`src/rtl/ram_block_mover.sv`:
```
// ram_block_mover: command-driven FILL/COPY engine for a single-port RAM word interface.
// Optional checksum output enabled by defining RAM_MOVER_CHECKSUM_EN.
module ram_block_mover #(
   parameter  int word_size   = 20,
   parameter  int word_amount = 30,
   localparam int AW          = $clog2(word_amount)
) (
   input  logic                 clk,
   input  logic                 rst_n,
   input  logic                 cmd_valid,
   output logic                 cmd_ready,
   input  logic                 cmd_mode,
   input  logic [AW-1:0]        cmd_src,
   input  logic [AW-1:0]        cmd_dst,
   input  logic [AW:0]          cmd_len,
   input  logic [word_size-1:0] cmd_fill,
   output logic                 busy,
   output logic                 done,
   output logic                 error,
   output logic [AW-1:0]        address,
   output logic                 select,
   output logic                 operation,
   output logic [word_size-1:0] wdata,
   input  logic [word_size-1:0] rdata
`ifdef RAM_MOVER_CHECKSUM_EN
   ,
   output logic [word_size-1:0] checksum
`endif
);

   typedef enum logic [2:0] {IDLE, RD, RD_GAP, WR, WR_GAP, FIN} state_t;

   localparam logic [AW+1:0] LIMIT = (AW+2)'(word_amount);

   state_t               state_q, state_d;
   logic                 mode_q, mode_d;
   logic [AW-1:0]        src_ptr_q, src_ptr_d;
   logic [AW-1:0]        dst_ptr_q, dst_ptr_d;
   logic [AW:0]          remain_q, remain_d;
   logic [word_size-1:0] fill_q, fill_d;
   logic [word_size-1:0] data_q, data_d;
   logic                 select_q, select_d;
   logic                 operation_q, operation_d;
   logic [AW-1:0]        address_q, address_d;
   logic [word_size-1:0] wdata_q, wdata_d;
   logic                 busy_q, busy_d;
   logic                 done_q, done_d;
   logic                 error_q, error_d;
   logic                 cmd_ready_q, cmd_ready_d;
`ifdef RAM_MOVER_CHECKSUM_EN
   logic [word_size-1:0] checksum_q, checksum_d;
`endif

   logic [AW+1:0] dst_end, src_end;
   logic          range_err;
   logic [AW-1:0] src_inc, dst_inc;

   // Sums are two bits wider than an address so they cannot overflow.
   assign dst_end   = {2'b00, cmd_dst} + {1'b0, cmd_len};
   assign src_end   = {2'b00, cmd_src} + {1'b0, cmd_len};
   assign range_err = (dst_end > LIMIT) || (cmd_mode && (src_end > LIMIT));
   assign src_inc   = src_ptr_q + 1'b1;
   assign dst_inc   = dst_ptr_q + 1'b1;

   always_comb begin
      state_d     = state_q;
      mode_d      = mode_q;
      src_ptr_d   = src_ptr_q;
      dst_ptr_d   = dst_ptr_q;
      remain_d    = remain_q;
      fill_d      = fill_q;
      data_d      = data_q;
      select_d    = 1'b0;
      operation_d = operation_q;
      address_d   = address_q;
      wdata_d     = wdata_q;
      busy_d      = busy_q;
      done_d      = 1'b0;
      error_d     = 1'b0;
      cmd_ready_d = cmd_ready_q;
`ifdef RAM_MOVER_CHECKSUM_EN
      checksum_d  = checksum_q;
`endif
      case (state_q)
         IDLE: begin
            if (cmd_valid && cmd_ready_q) begin
               mode_d      = cmd_mode;
               src_ptr_d   = cmd_src;
               dst_ptr_d   = cmd_dst;
               remain_d    = cmd_len;
               fill_d      = cmd_fill;
               busy_d      = 1'b1;
               cmd_ready_d = 1'b0;
`ifdef RAM_MOVER_CHECKSUM_EN
               checksum_d  = '0;
`endif
               if (range_err) begin
                  state_d = FIN;
                  done_d  = 1'b1;
                  error_d = 1'b1;
               end else if (cmd_len == '0) begin
                  state_d = FIN;
                  done_d  = 1'b1;
               end else if (cmd_mode) begin
                  state_d     = RD;
                  select_d    = 1'b1;
                  operation_d = 1'b0;
                  address_d   = cmd_src;
               end else begin
                  state_d     = WR;
                  select_d    = 1'b1;
                  operation_d = 1'b1;
                  address_d   = cmd_dst;
                  wdata_d     = cmd_fill;
               end
            end
         end
         RD: begin
            data_d  = rdata;
            state_d = RD_GAP;
         end
         RD_GAP: begin
            state_d     = WR;
            select_d    = 1'b1;
            operation_d = 1'b1;
            address_d   = dst_ptr_q;
            wdata_d     = data_q;
         end
         WR: begin
            state_d = WR_GAP;
`ifdef RAM_MOVER_CHECKSUM_EN
            checksum_d = checksum_q + wdata_q;
`endif
         end
         WR_GAP: begin
            remain_d  = remain_q - 1'b1;
            src_ptr_d = src_inc;
            dst_ptr_d = dst_inc;
            if (remain_q == (AW+1)'(1)) begin
               state_d = FIN;
               done_d  = 1'b1;
            end else if (mode_q) begin
               state_d     = RD;
               select_d    = 1'b1;
               operation_d = 1'b0;
               address_d   = src_inc;
            end else begin
               state_d     = WR;
               select_d    = 1'b1;
               operation_d = 1'b1;
               address_d   = dst_inc;
               wdata_d     = fill_q;
            end
         end
         FIN: begin
            state_d     = IDLE;
            busy_d      = 1'b0;
            cmd_ready_d = 1'b1;
         end
         default: begin
            state_d     = IDLE;
            busy_d      = 1'b0;
            cmd_ready_d = 1'b1;
         end
      endcase
   end

   always_ff @(posedge clk or negedge rst_n) begin
      if (!rst_n) begin
         state_q     <= IDLE;
         mode_q      <= 1'b0;
         src_ptr_q   <= '0;
         dst_ptr_q   <= '0;
         remain_q    <= '0;
         fill_q      <= '0;
         data_q      <= '0;
         select_q    <= 1'b0;
         operation_q <= 1'b0;
         address_q   <= '0;
         wdata_q     <= '0;
         busy_q      <= 1'b0;
         done_q      <= 1'b0;
         error_q     <= 1'b0;
         cmd_ready_q <= 1'b1;
`ifdef RAM_MOVER_CHECKSUM_EN
         checksum_q  <= '0;
`endif
      end else begin
         state_q     <= state_d;
         mode_q      <= mode_d;
         src_ptr_q   <= src_ptr_d;
         dst_ptr_q   <= dst_ptr_d;
         remain_q    <= remain_d;
         fill_q      <= fill_d;
         data_q      <= data_d;
         select_q    <= select_d;
         operation_q <= operation_d;
         address_q   <= address_d;
         wdata_q     <= wdata_d;
         busy_q      <= busy_d;
         done_q      <= done_d;
         error_q     <= error_d;
         cmd_ready_q <= cmd_ready_d;
`ifdef RAM_MOVER_CHECKSUM_EN
         checksum_q  <= checksum_d;
`endif
      end
   end

   assign cmd_ready = cmd_ready_q;
   assign busy      = busy_q;
   assign done      = done_q;
   assign error     = error_q;
   assign address   = address_q;
   assign select    = select_q;
   assign operation = operation_q;
   assign wdata     = wdata_q;
`ifdef RAM_MOVER_CHECKSUM_EN
   assign checksum  = checksum_q;
`endif

endmodule

```
`config.mk`:
```
export PLATFORM = sky130hd
export DESIGN_NAME = ram_block_mover
export DESIGN_NICKNAME = d
export VERILOG_FILES = /design/src/rtl/ram_block_mover.sv
export SDC_FILE = /design/constraint.sdc
export NUM_CORES = 1
export LEC_CHECK = 0
export CAP_MARGIN = 20
export CORE_ASPECT_RATIO = 1.75
export CORE_MARGIN = 5
export CORE_UTILIZATION = 49
export DETAILED_ROUTE_END_ITERATION = 7
export PLACE_DENSITY_LB_ADDON = 0.12
export SLEW_MARGIN = 20
export SYNTH_ARGS = -nofsm -noshare
export SYNTH_HDL_FRONTEND = slang
export SYNTH_SLANG_ARGS = --single-unit
```
`constraint.sdc`:
```
create_clock -name clk -period 2.2 [get_ports clk]
set_clock_uncertainty 0.15 [all_clocks]
set_input_delay 0.66 -clock clk [delete_from_list [all_inputs] [get_ports clk]]
set_output_delay 0.66 -clock clk [all_outputs]
set_load 0.005 [all_outputs]
```
==> out/results.ini <==
[placed_design]
globalplace.congestion=0.927
dpl_cell_area_um2=6980
dp_cells=823
dp_hpwl_um=11900
port_buffers=90

[clock_tree]
root_buffer=clkbuf_16
clk_pin_slew_ps=70
cts_buffer_depth=2
cts.sinks=91
cts_made_buffers=9
htree_levels=3
cts_tree=done
clk_latency_ps=340

[timing]
hold_viol=0
fmax_mhz=329
slew_viol_final=0
fin_crit_sh=1.38
fin_ws_ps=-836
setup_viol=31
worst_pin_slew_ps=475
slew-limit-headroom=0.680
min_period_ps=3040
rsz0062_at_grt=true

[power]
power_density_nw_per_um2=1430
switching_power_mw=4.45
netSwitchingFraction=0.402
leakage_nw=3.37
p_comb_frac=0.577
cell_internal_pwr_mw=6.63
pwr-share-seq=0.280
power_mw=11.1
power.clock.fraction=0.142
ir_worst_vdd_mv=0.915

[worst_setup_path]
critPathMaxStageDelay_ps=590
setup.worst_path.class=primary input to flop
required_ps=2260
critPathSlowestCell=clkdlybuf4s50_1
path_cells=clkdlybuf4s50_1 -> ha_4 -> nor3b_2 -> o21a_1 -> o21a_1 -> nor4_4 -> buf_4 -> and3_4 -> clkbuf_16 -> a221oi_2
startpoint_type=primary input
cp_common_cell=o21a_1
path_max_fanout=5
worst_setup_path_end_kind=flop
arrival_ps=3100

[layout]
final_area_um2=7750
nets=796
antenna_cells=0
layout-drive-gt1-share=0.269
fin_cells=857
nFillCells=842
syn_to_final_growth_pct=42.4

[detailed_routing]
drt-total-wl_um=17400
drt_iter0_markers=262
via_count=5273
drt_drc_violations_left=0
firstDrtPassIters=4
antenna_left=0
post_drt_wl_per_cell_um=20.4
detail_route.vias_per_cell=6.15

[synthesis]
synth_simple_gate_area_frac=0.156
syn-num-nets=653
synth.distinct_cells=57
synth_xor_area_frac=0.0161
ys_warn_count=0
synth_most_common_cell=nand2_1
synth_top_family_by_area=compound AO/OA/AOI/OAI gates
synthMuxAreaShare=0.0681
yosys-top-cells-count=nand2_1, dfrtp_1, nor2_1, a21oi_1, inv_1
synth_area_um2=5440
synth_edf_count=0
synthAdderAreaFrac=0.0396
synth_compound_area_frac=0.245
synthFlopType=dfrtp_1
ys_ff_latch=91
avgSynthCellArea_um2=9.43
synth.top_cells.by_area=dfrtp_1, nand2_1, a221oi_2, mux2_2, o221ai_1
synth-seq-area-share=0.419
synth_top_area_frac=0.414
ys_async_sr_fraction=1.00
synth_top_area_cell=dfrtp_1
postSynthCellCount=577

[global_routing]
grtUsageTotal=0.256
grt_pass1_vias=5300
grt_max_degree=31
antenna_found_initial=0
grt_pass1_wl_um=26400
grt-ovfl-total=0

[status]
violations=setup timing
status=finished with violations

[floorplanning]
die_h_um=149
initial_utilization=0.493
ios=91
die_w_um=89.6
fp.coreArea_um2=11000
rows=51
die_area_um2=13400

[flow_run]
max_cap_violations=0

[worst_hold_path]
hold_class=primary input to asynchronous set/reset pin

[sequential cells by signal, summed over array words and instances (netlist names)]
register and count:
src_ptr_q 5, done 1, cmd_ready 1, error 1, busy 1, select 1
data_q 20, state_q 3, fill_q 20, address 5, wdata 20, mode_q 1
dst_ptr_q 5, operation 1, remain_q 6
[per-layer routing]
metal | share of wire | track usage
met1 | 0.35 | 0.278
met2 | 0.56 | 0.462
met3 | 0.043 | 0.0370
met4 | 0.050 | 0.130
met5 | 0 | 0
[repair_timing]
| item | in CTS | in global routing |
|---|---|---|
| gates resized for setup | 57 | 23 |
| pin swaps | 16 | 17 |
| hold buffers | 0 | 0 |
| cloned | 1 | 5 |
| buffers inserted | 9 | 3 |
| setup endpoints to repair | 41 | 32 |
[power by group through the flow]
| stage | Sequential, mW | Clock [mW] | Combinational (mW) |
|---|---|---|---|
| detailed placement | 3.12 | 0 | 5.74 |
| floorplan | 2.95 | 0 | 3.70 |
| global route | 3.20 | 1.68 | 6.92 |
| CTS | 3.09 | 1.60 | 5.93 |
| finish | 3.11 | 1.58 | 6.39 |
| global placement | 3.08 | 0 | 5.53 |
[area by class of cell]
class / instances / area (um2) / area share
Clock inverter: 5 / 62.6 / 0.00807
Sequential cell: 91 / 2280 / 0.294
Multi-Input combinational cell: 416 / 3140 / 0.405
Clock buffer: 11 / 243 / 0.0313
Timing Repair Buffer: 174 / 1750 / 0.226
Tap cell: 132 / 165 / 0.0213
Inverter: 28 / 105 / 0.0136
[metrics by stage]
stage	hold slack [ps]	setup slack (ps)	TNS (ps)	util
floorplan	214	-930	-23210	-
global placement	309	-1570	-56980	0.632
detailed placement	318	-1630	-60060	0.632
CTS	63.6	-871	-25180	0.678
global route	72.2	-898	-25360	0.702
finish	56.8	-836	-23640	0.702
[logic make-up (layout without fill, tap and decap cells)]
| family | Yosys count | count (layout) |
|---|---|---|
| simple gates | 193 | 193 |
| fa+ha+maj | 16 | 16 |
| compound gates | 165 | 165 |
| flops | 91 | 91 |
| xor+xnor | 10 | 10 |
| buf+inv | 70 | 218 |
| mux | 32 | 32 |
[placed cells by master, fill, tap and decap left out, types with 7 or more instances in the layout]
master	synthesis	routed
nand3_1	14	12
o221ai_1	22	22
a221o_1	8	8
nand2_1	107	105
buf_12	0	9
mux2i_1	7	7
clkdlybuf4s50_1	0	74
dfrtp_1	90	90
nor2_1	43	42
ha_1	14	7
o21ai_0	13	13
a221oi_2	19	17
ha_4	0	7
clkbuf_16	0	13
dlygate4sd2_1	0	8
a31oi_1	21	21
mux2_2	20	20
buf_6	4	9
a22o_1	20	20
buf_4	1	62
inv_1	28	28
a21oi_1	36	32
[worst max-delay path: cells and delay by family]
kind | cells | cell delay [ps]
adder cells (fa/ha/maj) | 1 | 250
buffers and inverters | 3 | 970
AO/OA/AOI/OAI | 3 | 450
AND/OR/NAND/NOR | 3 | 770
[path summary, 6_finish.rpt]
path / cells after the start / endpoint / start / slack (ps)
setup / recovery: 10 / wdata[19]$_DFFE_PN0P_ / cmd_dst[3] / -840
hold / removal: 1 / wdata[14]$_DFFE_PN0P_ / rst_n / 60
setup reg to reg: 8 / wdata[19]$_DFFE_PN0P_ / state_q[2]$_DFFE_PN0N_ / -240
hold reg to reg: 2 / fill_q[2]$_DFFE_PN0P_ / fill_q[2]$_DFFE_PN0P_ / 330
max in group asynchronous: 2 / cmd_ready$_DFFE_PN1P_ / rst_n / 1310
min in group clk: 2 / fill_q[2]$_DFFE_PN0P_ / fill_q[2]$_DFFE_PN0P_ / 330
Note: power is estimated with default switching activity, not from simulation.
